==> config.mk <==
export PLATFORM = sky130hd
export DESIGN_NAME = chunked_sub_sequencer_flat
export DESIGN_NICKNAME = d
export VERILOG_FILES = /design/src/rtl/chunked_sub_sequencer_pkg.sv /design/src/rtl/chunked_sub_sequencer_if.sv /design/src/rtl/chunked_sub_sequencer_slice.sv /design/src/rtl/chunked_sub_sequencer.sv /design/src/flat_wrapper.sv
export SDC_FILE = /design/constraint.sdc
export NUM_CORES = 1
export LEC_CHECK = 0
export CAP_MARGIN = 0
export CORE_UTILIZATION = 51
export CTS_BUF_LIST = sky130_fd_sc_hd__clkbuf_4 sky130_fd_sc_hd__clkbuf_8 sky130_fd_sc_hd__clkbuf_16
export DETAILED_ROUTE_END_ITERATION = 12
export GPL_TIMING_DRIVEN = 0
export MAX_ROUTING_LAYER = met4
export PLACE_DENSITY_LB_ADDON = 0.25
export SLEW_MARGIN = 20
export SYNTH_ARGS = -nofsm -noshare
export SYNTH_HDL_FRONTEND = slang
export SYNTH_HIERARCHICAL = 1
export SYNTH_SLANG_ARGS = --single-unit
==> constraint.sdc <==
create_clock -name clk -period 4.75 [get_ports clk]
set_input_delay 0.7125 -clock clk [delete_from_list [all_inputs] [get_ports clk]]
set_output_delay 0.7125 -clock clk [all_outputs]
set_load 0.01 [all_outputs]
==> src/rtl/chunked_sub_sequencer_pkg.sv <==
// Shared types and helpers for the chunked subtract sequencer.
// State encodings and chunk-index width derivation.
package chunked_sub_sequencer_pkg;

    typedef enum logic [1:0] {
        S_IDLE = 2'd0,
        S_SUB  = 2'd1,
        S_NEG  = 2'd2,
        S_DONE = 2'd3
    } state_e;

    // Bits needed to index n chunks, never less than one.
    function automatic int cidx_width(input int n);
        int w;
        w = 1;
        for (int i = 0; i < 31; i++) begin
            if ((1 << w) < n) w = w + 1;
        end
        return w;
    endfunction

endpackage

==> src/rtl/chunked_sub_sequencer_if.sv <==
// Requester-side handshake and result bus of the subtract sequencer.
// The master issues start/a/b; the slave returns status and results.
interface chunked_sub_sequencer_if #(
    parameter int WIDTH = 8
);
    logic             start;
    logic [WIDTH-1:0] a;
    logic [WIDTH-1:0] b;
    logic             ready;
    logic             done;
    logic [WIDTH-1:0] diff;
    logic             borrow;
    logic [WIDTH-1:0] mag;

    modport master (
        output start, a, b,
        input  ready, done, diff, borrow, mag
    );

    modport slave (
        input  start, a, b,
        output ready, done, diff, borrow, mag
    );
endinterface

==> src/rtl/chunked_sub_sequencer_slice.sv <==
// Combinational ripple-borrow subtractor of one SLICE-bit chunk.
// Computes d = x - y - bin with borrow-out bout.
module slice_subtractor #(
    parameter int SLICE = 4
) (
    input  logic [SLICE-1:0] x_i,
    input  logic [SLICE-1:0] y_i,
    input  logic             bin_i,
    output logic [SLICE-1:0] d_o,
    output logic             bout_o
);
    logic br;

    // Ripple the borrow from bit 0 upward.
    always_comb begin
        br  = bin_i;
        d_o = '0;
        for (int i = 0; i < SLICE; i++) begin
            d_o[i] = x_i[i] ^ y_i[i] ^ br;
            br     = (~x_i[i] & y_i[i]) | (~(x_i[i] ^ y_i[i]) & br);
        end
        bout_o = br;
    end
endmodule

==> src/rtl/chunked_sub_sequencer.sv <==
// Multi-cycle WIDTH-bit subtractor reusing one SLICE-bit slice.
// Forms a-b chunk by chunk, then 0-diff when negative for the magnitude.
module chunked_sub_sequencer
    import chunked_sub_sequencer_pkg::*;
#(
    parameter int WIDTH = 8,
    parameter int SLICE = 4
) (
    input  logic                    clk,
    input  logic                    rst,
    chunked_sub_sequencer_if.slave  bus
);
    localparam int NCH    = WIDTH / SLICE;
    localparam int CIDX_W = cidx_width(NCH);
    localparam logic [CIDX_W-1:0] LAST = CIDX_W'(NCH - 1);

    state_e            state_q, state_d;
    logic [CIDX_W-1:0] idx_q, idx_d;
    logic              bin_q, bin_d;
    logic [WIDTH-1:0]  a_q, a_d;
    logic [WIDTH-1:0]  b_q, b_d;
    logic [WIDTH-1:0]  diff_q, diff_d;
    logic [WIDTH-1:0]  mag_q, mag_d;
    logic              borrow_q, borrow_d;

    logic [SLICE-1:0]  sx, sy, sd;
    logic              sbout;

    // Operand mux: a/b chunks while subtracting, 0/diff chunk while negating.
    always_comb begin
        sx = '0;
        sy = diff_q[int'(idx_q)*SLICE +: SLICE];
        if (state_q == S_SUB) begin
            sx = a_q[int'(idx_q)*SLICE +: SLICE];
            sy = b_q[int'(idx_q)*SLICE +: SLICE];
        end
    end

    slice_subtractor #(.SLICE(SLICE)) u_slice (
        .x_i    (sx),
        .y_i    (sy),
        .bin_i  (bin_q),
        .d_o    (sd),
        .bout_o (sbout)
    );

    // Next-state, chunk counter and result update.
    always_comb begin
        state_d  = state_q;
        idx_d    = idx_q;
        bin_d    = bin_q;
        a_d      = a_q;
        b_d      = b_q;
        diff_d   = diff_q;
        mag_d    = mag_q;
        borrow_d = borrow_q;
        unique case (state_q)
            S_IDLE: begin
                if (bus.start) begin
                    a_d     = bus.a;
                    b_d     = bus.b;
                    idx_d   = '0;
                    bin_d   = 1'b0;
                    state_d = S_SUB;
                end
            end
            S_SUB: begin
                diff_d[int'(idx_q)*SLICE +: SLICE] = sd;
                bin_d = sbout;
                idx_d = idx_q + CIDX_W'(1);
                if (idx_q == LAST) begin
                    borrow_d = sbout;
                    idx_d    = '0;
                    if (sbout) begin
                        bin_d   = 1'b0;
                        state_d = S_NEG;
                    end else begin
                        mag_d   = diff_d;
                        state_d = S_DONE;
                    end
                end
            end
            S_NEG: begin
                mag_d[int'(idx_q)*SLICE +: SLICE] = sd;
                bin_d = sbout;
                idx_d = idx_q + CIDX_W'(1);
                if (idx_q == LAST) begin
                    idx_d   = '0;
                    bin_d   = 1'b0;
                    state_d = S_DONE;
                end
            end
            S_DONE: state_d = S_IDLE;
            default: state_d = S_IDLE;
        endcase
    end

    // State and datapath registers with asynchronous reset.
    always_ff @(posedge clk or posedge rst) begin
        if (rst) begin
            state_q  <= S_IDLE;
            idx_q    <= '0;
            bin_q    <= 1'b0;
            a_q      <= '0;
            b_q      <= '0;
            diff_q   <= '0;
            mag_q    <= '0;
            borrow_q <= 1'b0;
        end else begin
            state_q  <= state_d;
            idx_q    <= idx_d;
            bin_q    <= bin_d;
            a_q      <= a_d;
            b_q      <= b_d;
            diff_q   <= diff_d;
            mag_q    <= mag_d;
            borrow_q <= borrow_d;
        end
    end

    assign bus.ready  = (state_q == S_IDLE);
    assign bus.done   = (state_q == S_DONE);
    assign bus.diff   = diff_q;
    assign bus.mag    = mag_q;
    assign bus.borrow = borrow_q;
endmodule

==> src/flat_wrapper.sv <==
// flat-port wrapper written by rule: the top's interface ports become plain ports
module chunked_sub_sequencer_flat import chunked_sub_sequencer_pkg::*;
#(
    parameter int WIDTH = 8,
    parameter int SLICE = 4
)
  (clk, rst, bus_start, bus_a, bus_b, bus_ready, bus_done, bus_diff, bus_borrow, bus_mag);
  chunked_sub_sequencer_if #(.WIDTH(WIDTH)) bus_i ();
  input  logic clk;
  input  logic rst;
  input wire logic [$bits(bus_i.start)-1:0] bus_start;
  input wire logic [$bits(bus_i.a)-1:0] bus_a;
  input wire logic [$bits(bus_i.b)-1:0] bus_b;
  output wire logic [$bits(bus_i.ready)-1:0] bus_ready;
  output wire logic [$bits(bus_i.done)-1:0] bus_done;
  output wire logic [$bits(bus_i.diff)-1:0] bus_diff;
  output wire logic [$bits(bus_i.borrow)-1:0] bus_borrow;
  output wire logic [$bits(bus_i.mag)-1:0] bus_mag;
  assign bus_i.start = bus_start;
  assign bus_i.a = bus_a;
  assign bus_i.b = bus_b;
  assign bus_ready = bus_i.ready;
  assign bus_done = bus_i.done;
  assign bus_diff = bus_i.diff;
  assign bus_borrow = bus_i.borrow;
  assign bus_mag = bus_i.mag;
  chunked_sub_sequencer #(.WIDTH(WIDTH), .SLICE(SLICE)) u_core (.clk(clk), .rst(rst), .bus(bus_i));
endmodule
Yosys cells after proc, flatten, opt, wreduce, memory -nomap -nowiden. Index checks and enable logic that the tools add are counted.

Latch bits: 0. Flip-flop bits (word level): 37. Bits in writable memories: 0. Bits of input ports: 19. Memories: 0. Word-level logic and storage cells: 76. Output and inout port bits: 19. ROM bits: 0.

Multiplexer cells: 17. Div/mod/pow operators: 0. Reductions and logical operators: 9. Bitwise logic cells: 28. $add $sub $neg: 2. Eq/ne operators: 7. Magnitude comparators: 0. $mul: 0. Shift-type cells: 5.

Operators with widths (number): negation 3 -> 33 bit (1); variable shift 4 x 33 -> 8 bit, first input constant (1); indexed part select 4 x 33 -> 8 bit (1); indexed part select 8 x 4 -> 4 bit (3); bitwise mux 8 bit (2); 2-to-1 mux 8 bit (2); case mux 8 bit (2 select lines) (1); AND 1 bit (8); 2-to-1 mux 4 bit (2); inverter 1 bit (8); case mux 2 bit (4 select lines) (1); XOR 1 bit (8); 2-to-1 mux 2 bit (3); AND reduction 2 bit (3); AND reduction 3 bit (2); == test 2 bit, second input constant (2); 2-to-1 mux 1 bit (4); != test 2 x 1 -> 1 bit, second input constant (2); != test 2 bit, second input constant (2); OR 1 bit (4); case mux 1 bit (2 select lines) (2); nonzero test 2 bit (2); == test 2 x 1 -> 1 bit, second input constant (1); logical NOT 2 bit (1); 2 further kinds (2).

Depth between registers and ports, before layout. Gate-level depths: netlist of the first run.

Depth after elaboration: 16. Gate-level depth with buffers: 15. Mapped depth without buffers: 14.

By module. The synthesis of the first run kept the hierarchy.

Modules (own cells, without submodules): chunked_sub_sequencer (instances 1, seq. area each 925.9 sq um, cells each 139, area each 1863.0 sq um); slice_subtractor (instances 1, seq. area each 0.0 sq um, cells each 14, area each 117.6 sq um).

Worst setup path after synthesis of the first run. OpenSTA, ideal clock, no wires.

Path kind: flip-flop to flip-flop. Start point: reg u_core.state_q[1]. End point: reg u_core.mag_q[4] (netlist: u_core/bus.mag[4]). Cell stages (with the launch flop): 16. Buffers on the path: 1. Data required time: 4625 ps. Clock period less this slack: 3526 ps. Library setup time: 125 ps. Slack: 1224 ps. Arrival time: 3401 ps. Path through: dfrtp_1 -> inv_1 -> ha_1 -> buf_4 -> mux4_2 -> inv_1 -> fa_1 -> inv_1 -> fa_1 -> fa_1 -> inv_1 -> fa_1 -> inv_1 -> nand2b_1 -> a21boi_4 -> mux2_4.

Elaborated cells between the ends (all ways): 42. Classes of those cells: eq/ne (4); shift (1); mux (7); bitwise (28); reduce/logical (2).

RTL lines: from (decl) (RTL line chunked_sub_sequencer.sv:17) `state_e state_q, state_d;`; from (signal assigned) (RTL line chunked_sub_sequencer.sv:110) `state_q <= state_d;`; == test 2 x 1 -> 1 bit (*) (RTL line chunked_sub_sequencer.sv:33) `if (state_q == S_SUB) begin`; 2-to-1 mux 4 bit (*) (RTL line chunked_sub_sequencer.sv:33); net u_core.sy[0] (RTL line chunked_sub_sequencer.sv:26) `logic [SLICE-1:0] sx, sy, sd;`; XOR 1 bit (RTL line chunked_sub_sequencer_slice.sv:20) `br = (~x_i[i] & y_i[i]) | (~(x_i[i] ^ y_i[i]) & br);`; inverter 1 bit (RTL line chunked_sub_sequencer_slice.sv:20); AND 1 bit (RTL line chunked_sub_sequencer_slice.sv:20); OR 1 bit (*) (RTL line chunked_sub_sequencer_slice.sv:20); AND 1 bit (*) (RTL line chunked_sub_sequencer_slice.sv:20); OR 1 bit (*) (RTL line chunked_sub_sequencer_slice.sv:20); AND 1 bit (*) (RTL line chunked_sub_sequencer_slice.sv:20); OR 1 bit (*) (RTL line chunked_sub_sequencer_slice.sv:20); AND 1 bit (*) (RTL line chunked_sub_sequencer_slice.sv:20); OR 1 bit (*) (RTL line chunked_sub_sequencer_slice.sv:20); net u_core.sbout (RTL line chunked_sub_sequencer.sv:27) `logic sbout;`; != test 2 bit (no line) (*); AND reduction 3 bit (no line) (*); to (signal assigned) (RTL line chunked_sub_sequencer.sv:116) `mag_q <= mag_d;`; to (decl) (RTL line chunked_sub_sequencer.sv:23) `logic [WIDTH-1:0] mag_q, mag_d;`.

The timed path passes the listed nets; every way through them passes the cells marked *. The select of a mux whose other input is x is not followed. A chain may end at the register's enable or synchronous reset.

Worst setup path after layout of the first run.
Start point: reg u_core.state_q[1]. End point: reg u_core.mag_q[3] (netlist: u_core/bus.mag[3]).

Same word-level chain as after synthesis.

==> metrics.md, run 1 <==
| Metric | Value |
|---|---|
| Outcome | `finished clean` |
| Worst Tran Pin Value | `0.752 ns` |
| RR Startpoint | `u_core/state_q[1]` |
| Setup Viol. Count Final | `0` |
| CTS tree | `built` |
| I/O Buffers | `37` |
| Post-CTS setup buffer count | `0` |
| Worst Path Required | `4.96 ns` |
| Fin. Hold Viols | `0` |
| Starting Density | `0.537` |
| Routed vias/inst | `5.18` |
| Top post-synthesis cells by area | `dfrtp_1, mux2_2, mux2i_1, mux4_2, fa_1` |
| Hold slack | `0.494 ns` |
| Setup TNS | `0 ns` |
| Switching power total | `0.000805 W` |
| Clock group share of total power | `0.106` |
| Clock slew at reported path FFs | `0.07 ns` |
| Commonest cells post-synth | `dfrtp_1, mux2_2, inv_1, mux2i_1, nor2b_1` |
| Most used DFF post-synth | `dfrtp_1` |
| Slew headroom | `0.498` |
| Startpoint types | `flip-flop` |
| Crit path DAT | `4.08 ns` |
| Crit path launch | `u_core/state_q[1]` |
| PD cells | `844 mW/mm^2` |
| Vias in the first global route | `1327` |
| Yosys top cell by area | `dfrtp_1` |
| Total gr overflow | `0` |
| Max Root-Sink Buffers | `2` |
| TritonCTS Buffers | `5` |
| Area of the die | `0.00414 mm^2` |
| Sw Share | `0.382` |
| Max Slew Vio Count | `0` |
| Initial antenna violation count | `0` |
| Seq cells post-synth | `37` |
| Clock Latency Late Sink | `0.29 ns` |
| Synth-to-Final Area Change | `26.3%` |
| Sequential power share | `0.282` |
| CP peak stage delay | `0.51 ns` |
| Max frequency | `0.258 GHz` |
| Hold_buf cts | `0` |
| Post-synth top area share | `0.467` |
| Crit path max fanout | `10` |
| Most instantiated library cell after synthesis | `dfrtp_1` |
| Unrepaired setup endpoints after global routing | `false` |
| DP HPWL | `2730 um` |
| GRT Util Overall | `0.208` |
| Post-synth ARST share | `1.00` |
| Critical Path Sink Type | `flip-flop` |
| LEAKAGE | `1.10 nW` |
| PostCTS Resize Cnt | `0` |
| Layout Skew | `0.00928 ns` |
| Gate power share | `0.612` |
| Internal | `0.00130 W` |
| Final Cycle Share | `0.815` |
| Mapped Area | `0.00198 mm^2` |
| Cell family with most CP delay | `adder cells` |
| Yosys cell types | `28` |
| Crit path buffers/inverters | `6` |
| First-pass GRT wire length | `6200 um` |
| ANT nets after route | `0` |
| Final min period | `3.87 ns` |
| DR DRC count | `0` |
| Hold_sp | `u_core/bus.borrow` |
| Die X | `64.3 um` |
| Clock sinks | `37` |
| Via count | `1269` |
| Crit path cell chain | `inv_1 -> ha_1 -> buf_4 -> mux4_2 -> inv_1 -> fa_1 -> inv_1 -> fa_1 -> fa_1 -> inv_1 -> fa_1 -> inv_1 -> nand2b_1 -> a221oi_4 -> mux2i_1` |
| Max_cap viols | `0` |
| Sequential fraction of the synthesis area | `0.467` |
| CP max-delay cell | `mux4_2` |
| CORE AREA | `0.00369 mm^2` |
| HP Class | `reg -> reg` |
| Die H | `64.3 um` |
| Antenna cells | `0` |
| GPL Wtd Cong | `0.850` |
| Max VDD drop | `397 uV` |
| Share of layout cells above drive strength 1 | `0.264` |
| Pin count of the biggest net entering global routing | `38` |
| EDFF count, synth | `0` |
| Drt wl/cell | `14.6 um` |
| Detailed Route Iter0 Violations | `57` |
| Mapped Cells | `153` |
| H-tree level count | `2` |
| First-pass iteration count of the detailed router | `4` |
| Final #Nets | `226` |
| Number of core rows | `22` |
| CTS Root Buffer Type | `clkbuf_8` |
| Post-Syn Area per Cell | `12.9 um^2` |
| Most common cell on crit path | `inv_1` |
| Critical path class | `reg -> reg` |
| YS warnings | `6` |
| DRT Wirelength | `3580 um` |
| I/O pin cnt | `38` |
| Mapped Nets | `182` |
flip-flops by register name (all words and copies together) (netlist names):
signal,flops
u_core/idx_q,1
u_core/b_q,8
u_core/bus.mag,8
u_core/state_q,2
u_core/bus.diff,8
u_core/bin_q,1
u_core/bus.borrow,1
u_core/a_q,8
worst min-delay path, cell delays in order, from the launching register on:
cell,delay [ns]
dfrtp_1,0.34
nand2_1,0.04
o21ai_0,0.07
metrics by stage:
stage          std cells  setup slack [ns]  utilization  instance area (um^2)  total power (W)
6_report             245             0.879        0.678                  2500          0.00211
5_1_grt              245             0.635        0.678                  2500          0.00229
4_1_cts              245             0.848        0.678                  2500          0.00213
3_5_place_dp         238             0.901        0.654                  2410          0.00190
3_3_place_gp         238             0.989        0.654                  2410          0.00184
2_1_floorplan        153              1.22            -                  1980          0.00152
power by group through the flow:
stage	Clock, W	Sequential [W]	Combinational, W
5_1_grt	0.000244	0.000619	0.00143
2_1_floorplan	0	0.000602	0.000913
4_1_cts	0.000229	0.000597	0.00130
6_report	0.000223	0.000596	0.00129
3_5_place_dp	0	0.000602	0.00130
3_3_place_gp	0	0.000587	0.00125
placed cells by master (no fill, tap or decap), types with 3 or more instances in the layout:
cell / n
a21oi_1: 7
a22o_1: 3
buf_2: 3
clkbuf_8: 6
clkdlybuf4s50_1: 37
dfrtp_1: 37
fa_1: 4
ha_1: 6
inv_1: 18
mux2_2: 24
mux2_4: 3
mux2i_1: 10
mux4_2: 4
nand2_1: 5
nor2b_1: 9
final cells by class:
type | count | area [um^2]
fillers | 308 | 1190
plain buffers | 5 | 30.0
inverters | 19 | 71.3
well taps | 48 | 60.1
repair buffers | 37 | 370
clock buffers | 7 | 90.1
flip-flops and latches | 37 | 926
multi-input cells | 92 | 953
worst paths after layout:
kind	slack, ns	cells after the start	end
max	0.88	15	u_core/bus.mag[3]
max reg2reg	0.88	15	u_core/bus.mag[3]
min in group asynchronous	0.88	2	u_core/a_q[6]
min reg2reg	0.49	2	u_core/bus.borrow
max in group asynchronous	3.39	2	u_core/bus.borrow
min	0.49	2	u_core/bus.borrow
logic make-up (layout without fill, tap and decap cells):
| logic type | after synthesis | count (layout) | share of synthesized area |
|---|---|---|---|
| adders and majority gates | 10 | 10 | 0.0783 |
| and+or+nand+nor | 22 | 22 | 0.0651 |
| DFF | 37 | 37 | 0.467 |
| buffers and inverters | 24 | 68 | 0.0512 |
| AOI/OAI and AO/OA | 19 | 19 | 0.0828 |
| muxes | 41 | 41 | 0.255 |
routing by layer:
layer	share of wire	vias up	track usage
met5	0	-	-
met4	0.015	0	0.0806
met3	0.034	6	0.0446
met2	0.51	30	0.339
met1	0.44	625	0.254
li1	-	608	-
No activity file was read; power rests on OpenSTA's default activity.
==> run 2, diff against run 1 <==
--- a/config.mk
+++ b/config.mk
@@ -6,7 +6,7 @@
 export NUM_CORES = 1
 export LEC_CHECK = 0
 export CAP_MARGIN = 0
-export CORE_UTILIZATION = 51
+export CORE_UTILIZATION = 46
 export CTS_BUF_LIST = sky130_fd_sc_hd__clkbuf_4 sky130_fd_sc_hd__clkbuf_8 sky130_fd_sc_hd__clkbuf_16
 export DETAILED_ROUTE_END_ITERATION = 12
 export GPL_TIMING_DRIVEN = 0
==> constraint.sdc (replaced) <==
create_clock -name clk -period 3.54 [get_ports clk]
set_input_delay 0.531 -clock clk [delete_from_list [all_inputs] [get_ports clk]]
set_output_delay 0.531 -clock clk [all_outputs]
set_load 0.01 [all_outputs]
==> run 2 against run 1 <==
Against the previous run:
- total power is 44% higher
- first-iteration DRC count down 18%
- sequential cell count stayed put
- setup slack worse by 0.73 ns
- utilization fell by 3.0 points
- critical path depth did not move
- global-route usage is 0.41 points lower
- combinational power rose by 44%
- maximum frequency is 14% higher
- critical path type unchanged
- critical endpoint is now u_core/bus.mag[6]
==> metrics.md, run 2 (synthesis gave the netlist of run 1 again) <==
| Metric | Value |
|---|---|
| Die X | `67.6 um` |
| Clock group share of total power | `0.128` |
| Placed cell count | `240` |
| DP HPWL | `2730 um` |
| Max VDD drop | `466 uV` |
| First-pass GRT wire length | `6350 um` |
| Drt wl/cell | `14.8 um` |
| Detailed Route Iter0 Violations | `47` |
| Clock sinks | `37` |
| GRT Util Overall | `0.204` |
| Slew headroom | `0.501` |
| DR DRC count | `0` |
| GPL Wtd Cong | `0.754` |
| Max Slew Vio Count | `0` |
| ANT nets after route | `0` |
| Synth-to-Final Area Change | `32.7%` |
| Outcome | `finished clean` |
| Commonest non-fill, non-tap cell in the layout | `clkdlybuf4s50_1` |
| Routed vias/inst | `5.00` |
| HP Class | `reg -> reg` |
| Initial antenna violation count | `0` |
| Clock slew at reported path FFs | `0.07 ns` |
| Sequential power share | `0.262` |
| Most frequent cells in the layout | `clkdlybuf4s50_1, dfrtp_1, mux2_2` |
| Hold_buf cts | `0` |
| Startpoint types | `flip-flop` |
| TritonCTS Buffers | `5` |
| Starting Density | `0.488` |
| Critical Path Sink Type | `flip-flop` |
| Via count | `1280` |
| Internal | `0.00193 W` |
| Worst Tran Pin Value | `0.747 ns` |
| LEAKAGE | `1.16 nW` |
| Max_cap viols | `0` |
| Sw Share | `0.368` |
| Final #Nets | `234` |
| Area of the die | `0.00457 mm^2` |
| Crit path max fanout | `4` |
| DRT Wirelength | `3800 um` |
| Total gr overflow | `0` |
| Filler-free cell count of the finished design | `256` |
| Hold slack | `0.504 ns` |
| Max Root-Sink Buffers | `2` |
| Final min period | `3.39 ns` |
| Number of core rows | `23` |
| I/O pin cnt | `38` |
| I/O Buffers | `37` |
| PD cells | `1160 mW/mm^2` |
| Clock Latency Late Sink | `0.29 ns` |
| CTS Root Buffer Type | `clkbuf_8` |
| Pin count of the biggest net entering global routing | `38` |
| Setup Viol. Count Final | `0` |
| H-tree level count | `2` |
| Die H | `67.6 um` |
| Final Cycle Share | `0.957` |
| Switching power total | `0.00112 W` |
| Antenna cells | `0` |
| Critical path class | `reg -> reg` |
| Crit path DAT | `3.57 ns` |
| CORE AREA | `0.00406 mm^2` |
| Share of layout cells above drive strength 1 | `0.320` |
| Worst Path Required | `3.72 ns` |
| Gate power share | `0.610` |
| CTS tree | `built` |
| Layout Skew | `0.00550 ns` |
| Utilization after layout | `0.648` |
| Max frequency | `0.295 GHz` |
| Fin. Hold Viols | `0` |
| First-pass iteration count of the detailed router | `4` |
| Vias in the first global route | `1342` |
[run 2: power by group through the flow]
stage                     Clock [W]  Combinational, W  Sequential, W
after floorplan                   0           0.00122       0.000808
after global placement            0           0.00167       0.000791
after detailed placement          0           0.00172       0.000811
after CTS                  0.000399           0.00179       0.000802
after global routing       0.000420           0.00208       0.000830
final                      0.000389           0.00186       0.000800
[run 2: per-layer routing]
metal,up-vias,GRT usage,wire [um]
met1,613,0.239,1690
li1,631,-,-
met4,0,0.0878,57
met5,-,-,0
met2,32,0.328,1890
met3,4,0.0557,154
[run 2: path summary, 6_finish.rpt]
kind                                    from           endpoint  slack [ns]  cells after the start
max                        u_core/state_q[1]  u_core/bus.mag[6]        0.15                     15
min                            u_core/b_q[4]      u_core/b_q[4]        0.50                      1
max reg2reg                u_core/state_q[1]  u_core/bus.mag[6]        0.15                     15
min reg2reg                    u_core/b_q[4]      u_core/b_q[4]        0.50                      1
max in group asynchronous                rst  u_core/state_q[0]        2.34                      2
min in group asynchronous                rst  u_core/state_q[1]        0.69                      2
[run 2: through the flow]
step | power [W] | area [um^2] | worst slack (ns) | TNS [ns]
floorplan | 0.00203 | 1980 | 0.0139 | 0
global placement | 0.00246 | 2410 | -0.211 | -1.50
detailed placement | 0.00253 | 2410 | -0.284 | -2.09
CTS | 0.00299 | 2580 | 0.0128 | 0
global route | 0.00333 | 2630 | -0.0226 | -0.0446
finish | 0.00305 | 2630 | 0.153 | 0
[run 2: worst max-delay path, cell delays in order, from the launching register on]
cell and delay, ns:
dfrtp_1 0.40, inv_2 0.09, ha_4 0.17, buf_8 0.10
mux4_2 0.47, inv_1 0.09, fa_1 0.16, inv_1 0.05
fa_2 0.34, fa_1 0.36, inv_1 0.09, fa_1 0.16
inv_1 0.06, nand2b_4 0.16, a21boi_4 0.24, mux2_4 0.32
[run 2: repair_timing]
action | 4_1_cts | 5_1_grt
pin swaps | 1 | 2
endpoints found under the setup margin | 10 | 8
gates resized for setup | 7 | 3
setup buffers | 3 | 5
[run 2: area by class of cell]
type	count	area, um^2
buffer	5	37.5
multi-input combinational	92	976
clock inverter	1	30.0
fill	315	1430
sequential	37	927
tap	50	62.6
clock buffer	7	90.1
timing repair buffer	45	434
inverter	19	71.3
